--- config.mk ---
export PLATFORM = sky130hd
export DESIGN_NAME = seq_mult_ctrl
export DESIGN_NICKNAME = d
export VERILOG_FILES = /design/src/rtl/seq_mult_pkg.sv /design/src/rtl/col_walker.sv /design/src/rtl/seq_mult_ctrl.sv
export SDC_FILE = /design/constraint.sdc
export NUM_CORES = 1
export LEC_CHECK = 0
export ABC_AREA = 1
export ABC_CLOCK_PERIOD_IN_PS = 2700
export CAP_MARGIN = 10
export CELL_PAD_IN_SITES_DETAIL_PLACEMENT = 1
export CELL_PAD_IN_SITES_GLOBAL_PLACEMENT = 1
export CORE_MARGIN = 5
export CORE_UTILIZATION = 25
export DETAILED_ROUTE_END_ITERATION = 16
export DONT_BUFFER_PORTS = 1
export PLACE_DENSITY_LB_ADDON = 0.08
export SYNTH_ARGS = -nofsm -noshare
export SYNTH_HDL_FRONTEND = slang
export SYNTH_SLANG_ARGS = --single-unit
--- constraint.sdc ---
create_clock -name clk -period 2.7 [get_ports clk]
set_clock_uncertainty 0.1 [all_clocks]
set_input_delay 0.54 -clock clk [delete_from_list [all_inputs] [get_ports clk]]
set_output_delay 0.54 -clock clk [all_outputs]
set_load 0.02 [all_outputs]
--- src/rtl/seq_mult_pkg.sv ---
// Shared types and constants for the seq_mult digit-serial multiplier controller.
package seq_mult_pkg;

    // Width of the column index k (columns 0..2N-2, up to 14).
    localparam int K_W   = 4;
    // Width of the digit indices i and j (0..MAX_DIGITS-1).
    localparam int SEL_W = 3;

    typedef enum logic [1:0] {
        PREC_2    = 2'd0,
        PREC_4    = 2'd1,
        PREC_8    = 2'd2,
        PREC_RSVD = 2'd3
    } prec_e;

    typedef enum logic [1:0] {
        IDLE  = 2'd0,
        MAC   = 2'd1,
        FLUSH = 2'd2
    } ctrl_state_e;

    // Signed-mode accumulator/carry preload: one set bit per operand digit.
    // Element 0 is prec 0; the reserved encoding mirrors prec 2.
    localparam logic [3:0][7:0] SIGNED_INIT = {8'hFF, 8'hFF, 8'h0F, 8'h03};

    // Operand digit count for a precision code; the reserved code runs as 8 digits.
    function automatic logic [K_W-1:0] digits_of(input prec_e prec);
        case (prec)
            PREC_2:  return 4'd2;
            PREC_4:  return 4'd4;
            default: return 4'd8;
        endcase
    endfunction

endpackage

--- src/rtl/col_walker.sv ---
// Product-scanning column walker: holds column index k and row index i,
// and reports the column bounds and the end of the final column.
module col_walker
    import seq_mult_pkg::*;
(
    input  logic             clk,
    input  logic             rst_n,
    input  logic             load,
    input  logic             advance,
    input  logic [K_W-1:0]   n,
    output logic [K_W-1:0]   k,
    output logic [SEL_W-1:0] i,
    output logic [SEL_W-1:0] j,
    output logic [SEL_W-1:0] imin,
    output logic             col_end,
    output logic             final_col
);

    logic [K_W-1:0]   k_next;
    logic [K_W-1:0]   imax;
    logic [K_W:0]     last_k;
    logic [SEL_W-1:0] imin_next;

    // Lowest row that still has a digit of b in column kk.
    function automatic logic [SEL_W-1:0] imin_of(input logic [K_W-1:0] kk,
                                                 input logic [K_W-1:0] nn);
        if (kk >= nn)
            return SEL_W'(kk - nn + 4'd1);
        else
            return '0;
    endfunction

    // Column bounds, partner index and column-end detection for the current k.
    always_comb begin
        k_next    = k + 4'd1;
        imin      = imin_of(k, n);
        imin_next = imin_of(k_next, n);
        imax      = (k < n) ? k : (n - 4'd1);
        j         = k[SEL_W-1:0] - i;
        col_end   = ({1'b0, i} == imax);
        last_k    = {n, 1'b0} - 5'd2;
        final_col = ({1'b0, k} == last_k);
    end

    // Step one pair per MAC cycle, jumping to the next column's first row at a column end.
    always_ff @(posedge clk or negedge rst_n) begin
        if (!rst_n) begin
            k <= '0;
            i <= '0;
        end else if (load) begin
            k <= '0;
            i <= '0;
        end else if (advance) begin
            if (col_end) begin
                k <= k_next;
                i <= imin_next;
            end else begin
                i <= i + 3'd1;
            end
        end
    end

endmodule

--- src/rtl/seq_mult_ctrl.sv ---
// Sequencer for the seq_mult datapath: handshake, product-scanning schedule,
// Baugh-Wooley strobes and the digit-valid/last stream.
module seq_mult_ctrl
    import seq_mult_pkg::*;
#(
    parameter int P          = 2,
    parameter int MAX_DIGITS = 8
) (
    input  logic                          clk,
    input  logic                          rst_n,
    input  logic                          in_valid,
    output logic                          in_ready,
    input  logic [1:0]                    prec,
    input  logic                          is_signed,
    output logic                          start,
    output logic [$clog2(MAX_DIGITS)-1:0] muxSelA,
    output logic [$clog2(MAX_DIGITS)-1:0] muxSelB,
    output logic                          invertFirstBit,
    output logic                          invertSecondRow,
    output logic                          countLast2,
    output logic                          countDown,
    output logic                          lastOut,
    output logic                          placeOne,
    output logic [1:0]                    countShiftInput,
    output logic [4*P-1:0]                initSum,
    output logic                          dig_valid,
    output logic                          dig_last
);

    ctrl_state_e      state, state_d;
    prec_e            prec_q;
    logic             signed_q;
    logic [K_W-1:0]   n;
    logic [K_W-1:0]   k;
    logic [SEL_W-1:0] i, j, imin;
    logic             col_end, final_col;
    logic             row_top, col_top;

    assign n = digits_of(prec_q);

    col_walker u_walker (
        .clk       (clk),
        .rst_n     (rst_n),
        .load      (start),
        .advance   (state == MAC),
        .n         (n),
        .k         (k),
        .i         (i),
        .j         (j),
        .imin      (imin),
        .col_end   (col_end),
        .final_col (final_col)
    );

    // State register plus the operation's latched precision and signedness.
    always_ff @(posedge clk or negedge rst_n) begin
        if (!rst_n) begin
            state    <= IDLE;
            prec_q   <= PREC_2;
            signed_q <= 1'b0;
        end else begin
            state <= state_d;
            if (start) begin
                prec_q   <= prec_e'(prec);
                signed_q <= is_signed;
            end
        end
    end

    // Next state and Moore output decode; start and initSum follow the live request.
    always_comb begin
        state_d         = state;
        in_ready        = 1'b0;
        start           = 1'b0;
        muxSelA         = '0;
        muxSelB         = '0;
        invertFirstBit  = 1'b0;
        invertSecondRow = 1'b0;
        countLast2      = 1'b0;
        countDown       = 1'b0;
        lastOut         = 1'b0;
        placeOne        = 1'b0;
        countShiftInput = 2'b00;
        initSum         = '0;
        row_top         = ({1'b0, i} == (n - 4'd1));
        col_top         = ({1'b0, j} == (n - 4'd1));
        case (state)
            IDLE: begin
                in_ready = 1'b1;
                start    = in_valid;
                if (in_valid) begin
                    state_d = MAC;
                    if (is_signed)
                        initSum = SIGNED_INIT[prec];
                end
            end
            MAC: begin
                muxSelA    = i;
                muxSelB    = j;
                countLast2 = col_end;
                countDown  = (k >= n);
                if (signed_q) begin
                    invertSecondRow = row_top && !col_top;
                    invertFirstBit  = col_top && !row_top;
                    placeOne        = (k == n) && (i == imin);
                end
                if (col_end && final_col)
                    state_d = FLUSH;
            end
            FLUSH: begin
                lastOut = 1'b1;
                state_d = IDLE;
            end
            default: state_d = IDLE;
        endcase
    end

    // Digit stream runs one cycle behind column ends and the flush.
    always_ff @(posedge clk or negedge rst_n) begin
        if (!rst_n) begin
            dig_valid <= 1'b0;
            dig_last  <= 1'b0;
        end else begin
            dig_valid <= countLast2 | lastOut;
            dig_last  <= lastOut;
        end
    end

endmodule
# Yosys cells after proc, flatten, opt, wreduce, memory -nomap -nowiden
# Index checks and enable logic that the tools add are counted.
dict set report classes {
  n_eq_ne 11
  mux 31
  n_reduce_logical 12
  n_addsub 9
  bitwise 1
  order_cmp 4
}
# operator n
set op_table {}
lappend op_table {{$mux W8} 4}
lappend op_table {{$mux W3} 7}
lappend op_table {{$bmux W8 S2} 1}
lappend op_table {{$mux W4} 4}
lappend op_table {{$eq A3 B4 Y1} 3}
lappend op_table {{$mux W1} 11}
lappend op_table {{$add A3 B1 Y3 const B} 3}
lappend op_table {{$sub A3 B3 Y3} 3}
lappend op_table {{$ge A4 B4 Y1} 2}
lappend op_table {{$pmux W4 S2} 1}
lappend op_table {{$eq A4 B5 Y1} 1}
lappend op_table {{$sub A5 B2 Y5 const B} 1}
lappend op_table {{$add A4 B1 Y4 const B} 1}
lappend op_table {{$eq A2 B1 Y1 const B} 2}
lappend op_table {{$eq A4 B4 Y1} 1}
lappend op_table {{$logic_and A1 B1 Y1} 4}
lappend op_table {{$logic_not A2 Y1} 2}
lappend op_table {{$lt A4 B4 Y1} 1}
lappend op_table {{$mux W2} 2}
lappend op_table {{$ne A2 B2 Y1 const B} 2}
lappend op_table {{$pmux W2 S2} 1}
lappend op_table {{$reduce_and A2 Y1} 2}
lappend op_table {{$reduce_bool A2 Y1} 2}
lappend op_table {{$sub A4 B1 Y4 const B} 1}
lappend op_table {{5 further kinds} 6}
dict set report word_totals {
  output_inout_bits 26
  word_cells 75
  regBits 14
  in_bits 6
}

# Logic depth before layout (Yosys ltp)
dict set report logic_depth {
  ltp_word 9
  mapped_depth 14
  depth_no_buf 14
}

# By module
# Synthesis repeated with hierarchy kept, for this count alone.
dict set report hier_totals {
  hier_cells 263
  area_unflattened_um2 1813.0
}
# module cells_per_inst instances area_each_um2 seq_area_each_um2
set modules_own_cells {}
lappend modules_own_cells {col_walker 159 1 1108.6 175.2}
lappend modules_own_cells {seq_mult_ctrl 104 1 704.4 175.2}

# Least setup slack after synthesis
# Ideal clock, no wire load.
dict set report synth_path {
  kind {register to output}
  from {register state[0]}
  to {output port initSum[3]}
  required_time_ns 2.060
  arrival_ns 2.111
  setup_slack_ns -0.051
  stages_incl_launch_ff 7
  n_path_buf 1
  path_cell_list {dfrtp_1 > nor2_1 > nand2_1 > nor2_1 > inv_1 > o22ai_1 > buf_4}
}
dict set report synth_between {
  elab_chain_cells 2
}
# element line_no
set synth_lines {}
lappend synth_lines {{start, declared} seq_mult_ctrl.sv:30} ;# ctrl_state_e state, state_d;
lappend synth_lines {{start signal, assigned} seq_mult_ctrl.sv:62} ;# state <= state_d;
lappend synth_lines {{$logic_not A2 Y1} seq_mult_ctrl.sv:87} ;# case (state)
lappend synth_lines {{$mux W8} seq_mult_ctrl.sv:87}
lappend synth_lines {{end, declared} seq_mult_ctrl.sv:25} ;# output logic [4*P-1:0] initSum,
# No other way between the ends.

# Worst setup path in the final report
dict set report layout_path {
  from {register u_walker.k[0]}
  to {output port invertFirstBit}
}
dict set report layout_between {
  elab_chain_cells 5
}
# element line_no
set layout_lines {}
lappend layout_lines {{start, declared} col_walker.sv:11} ;# output logic [K_W-1:0] k,
lappend layout_lines {{start signal, assigned} col_walker.sv:55} ;# k <= k_next;
lappend layout_lines {{$sub A3 B3 Y3} col_walker.sv:39} ;# j = k[SEL_W-1:0] - i;
lappend layout_lines {{$eq A3 B4 Y1} seq_mult_ctrl.sv:86} ;# col_top = ({1'b0, j} == (n - 4'd1));
lappend layout_lines {{$logic_and A1 B1 Y1} seq_mult_ctrl.sv:104} ;# invertFirstBit = col_top && !row_top;
lappend layout_lines {{$mux W1} seq_mult_ctrl.sv:102} ;# if (signed_q) begin
lappend layout_lines {{$mux W1} seq_mult_ctrl.sv:87}
lappend layout_lines {{end, declared} seq_mult_ctrl.sv:18} ;# output logic invertFirstBit,
# No other way between the ends.

==> run metrics <==
achievable frequency=0.366 GHz; Die ar.=just over 0.007 mm²; outcome=finished with violations; Finish-stage setup viols=3; largest buffer count on any clock path=2; clock latency on the worst-skew pair=0.25 ns; Worst Slack Setup Final=-0.0298 ns; kind of critical path=reg -> out; count of flip-flops with a built-in enable after synthesis=0; Root Buffer Master=sky130_fd_sc_hd__clkbuf_8; final-layout fill cell count=702; Ys Warns=0; critical path startpoint category=flip-flop; Floorplan Core Area=0.00547 mm²; multi-input logic area=0.00100 mm²; DRC violation total after the first TritonRoute iteration=28; IO Pins=32; final core utilization=about a third; Starting Density=25.7%; Area growth syn-to-layout=34.4%; via density per instance=4.60; required arrival time at the worst endpoint=2.06 ns; total inserted antenna cells=0; net total in the final layout=253; final routed wire length divided by cell count=15.4 µm; vias in the first global route=1478; Final Hold Viols=0; final instance area=0.00189 mm²; total global routing track utilization=a little over an eighth; CTS clock-pin slew for the worst setup and hold paths=0.07 ns; Placed Instances=roughly 290; Antenna Violating Nets Remaining=0; vias=1395; proportion of layout cells with a drive suffix above 1=32.5%; CTS sink cnt=14; share of the yosys chip area belonging to registers=between 20% and 30%; max-slew violation count=0; end of the worst register-to-register path=u_walker.i[2]; Non-Filler Instances=between 300 and 400; Initial DRT Pass Iterations=2; buffers added on ports=0; Seq cells post-synth=14; num rows=27; routability cong.=0.762; worst reg2reg path depth=11; max-capacitance violation count=0; worst hold path depth=2; TritonCTS buffer count=3; top fanout value on the critical path=2; hold path startpoint=prec[0]; count of distinct cell types in the synthesized netlist=29; data arrival time of the critical path=2.09 ns; fraction of synthesis flops using an asynchronous set or reset pin=100%; post-synthesis cell count=about 200; measured slew at the worst slew-check pin=0.677 ns; Horiz. Die Dim=84.9 µm; share of the cycle needed by the critical path after routing=101%; Hold Path Sink=prec_q[0]; final period demand of the worst path=around 2.7 ns; unrepaired setup endpoints after global routing=true; post-synthesis instance area=0.00140 mm²; global-route wire length before repair=7570 µm; worst r2r src=u_walker.k[1]; slack of the worst reg-to-reg path=between 0.3 and 0.4 ns; dominant synthesized flop cell=sky130_fd_sc_hd__dfrtp_1; Residual DRC=0; critical path capture point type=output port; antenna violations before repair=0; vertical extent of the die=84.9 µm; post-placement cell area=0.00159 mm²; number of H-tree levels=1; overall routed net length=approximately 4700 µm; register cell area after layout=353 µm²; total congestion overflow=0; type of the tightest min-delay check=in -> reg; worst max-slew margin expressed relative to the limit=54.8%; violations in the final reports=setup timing; largest net degree at the start of global routing=15; detailed-placement wirelength estimate=3770 µm; mean post-synth cell area=6.98 µm²; post-place setup slack=0.0490 ns; clock tree from TritonCTS=built
synthesized netlist by cell type, types with 2 or more instances:
cell	n	area [µm²]
sky130_fd_sc_hd__ha_1	14	175
sky130_fd_sc_hd__xor2_1	5	43.8
sky130_fd_sc_hd__inv_1	28	105
sky130_fd_sc_hd__nand2_1	47	176
sky130_fd_sc_hd__nand2_2	2	12.5
sky130_fd_sc_hd__a21oi_1	2	10.0
sky130_fd_sc_hd__o21ai_0	9	45.0
sky130_fd_sc_hd__nor2_4	2	22.5
sky130_fd_sc_hd__inv_2	4	15.0
sky130_fd_sc_hd__xnor2_1	5	43.8
sky130_fd_sc_hd__nor2_1	19	71.3
sky130_fd_sc_hd__a21oi_2	2	17.5
sky130_fd_sc_hd__nand3_1	22	110
sky130_fd_sc_hd__nor3_1	4	20.0
sky130_fd_sc_hd__dfrtp_1	14	350
sky130_fd_sc_hd__buf_4	7	52.6
sky130_fd_sc_hd__nand4_1	3	18.8
registers in the layout, indices dropped and copies added (netlist names):
signal and cells:
dig_last 1, dig_valid 1, prec_q 2, signed_q 1, state 2, u_walker.i 3
u_walker.k 4
cell usage in the layout, fill, tap and decap left out, types with 2 or more instances in the layout:
cell type	instances
sky130_fd_sc_hd__clkbuf_8	4
sky130_fd_sc_hd__nor3_1	3
sky130_fd_sc_hd__ha_1	10
sky130_fd_sc_hd__inv_2	6
sky130_fd_sc_hd__nand4_1	3
sky130_fd_sc_hd__xnor2_1	3
sky130_fd_sc_hd__dfrtp_2	2
sky130_fd_sc_hd__nand2_1	40
sky130_fd_sc_hd__nand2_4	3
sky130_fd_sc_hd__o21ai_0	7
sky130_fd_sc_hd__nand2_2	7
sky130_fd_sc_hd__nand3_1	20
sky130_fd_sc_hd__nor2_1	17
sky130_fd_sc_hd__xor2_1	5
sky130_fd_sc_hd__nor2_4	2
sky130_fd_sc_hd__nor2_2	2
sky130_fd_sc_hd__conb_1	2
sky130_fd_sc_hd__inv_1	25
sky130_fd_sc_hd__xnor2_2	2
sky130_fd_sc_hd__a21oi_1	2
sky130_fd_sc_hd__ha_4	4
sky130_fd_sc_hd__dfrtp_1	12
sky130_fd_sc_hd__buf_4	31
sky130_fd_sc_hd__nand3_4	2
cells by family (layout without fill, tap and decap cells):
logic type                 after synthesis  count (layout)  synth area share, %
AOI/OAI and AO/OA                       18              18                 7.67
xor gates and xnor gates                10              10                 6.24
adders and majority gates               15              15                 13.9
buffers and inverters                   41              70                 13.7
DFF                                     14              14                 25.0
other                                    1               2                0.267
and+or+nand+nor                        102             102                 33.2
metrics by stage:
stage	TNS, ns	hold slack, ns
after floorplan	0	0.144
after global placement	0	0.145
after detailed placement	0	0.145
after CTS	-0.0427	0.346
after global routing	-0.544	0.367
final	-0.0752	0.347
area by class of cell:
| class | instances | area share (%) |
|---|---|---|
| clock buffers | 4 | 2.92 |
| flip-flops and latches | 14 | 18.7 |
| well taps | 72 | 4.77 |
| multi-input cells | 147 | 53.1 |
| repair buffers | 33 | 13.5 |
| inverters | 33 | 7.10 |
timing repair:
item                                    in CTS  in global routing
hold buffers                                 1                  0
pin swaps                                    3                  6
setup buffers                                6                  6
resized for setup                           16                 17
hold endpoints to repair                    14                  0
endpoints found under the setup margin       5                  4
how the worst max path moves through the flow:
stage	cells past startpoint	slack, ns	start	endpoint
after floorplan	6	0.04	state[0]	initSum[3]
after global placement	12	0.16	prec_q[1]	placeOne
after detailed placement	12	0.05	prec_q[1]	placeOne
after CTS	8	-0.04	u_walker.k[1]	invertFirstBit
after global routing	12	-0.19	prec_q[1]	placeOne
final	10	-0.03	u_walker.k[0]	invertFirstBit
per-layer routing:
metal	vias to the layer above	track usage, %	wire length (µm)
met5	-	0	0
met4	0	2.59	32
met3	4	3.40	219
met2	28	23.6	2360
li1	696	-	-
met1	667	16.7	2070
worst max-delay path: stages (launching register included):
cell,delay (ns)
sky130_fd_sc_hd__dfrtp_1,0.40
sky130_fd_sc_hd__inv_2,0.06
sky130_fd_sc_hd__ha_1,0.13
sky130_fd_sc_hd__inv_1,0.05
sky130_fd_sc_hd__fa_1,0.49
sky130_fd_sc_hd__inv_2,0.05
sky130_fd_sc_hd__xor2_1,0.15
sky130_fd_sc_hd__nor3_1,0.13
sky130_fd_sc_hd__nand2_1,0.12
sky130_fd_sc_hd__nor3_2,0.12
sky130_fd_sc_hd__buf_4,0.16
Power is left out: the tool's default activity adds up to more than one toggle a clock period on the data nets, which glitch-free logic cannot reach.
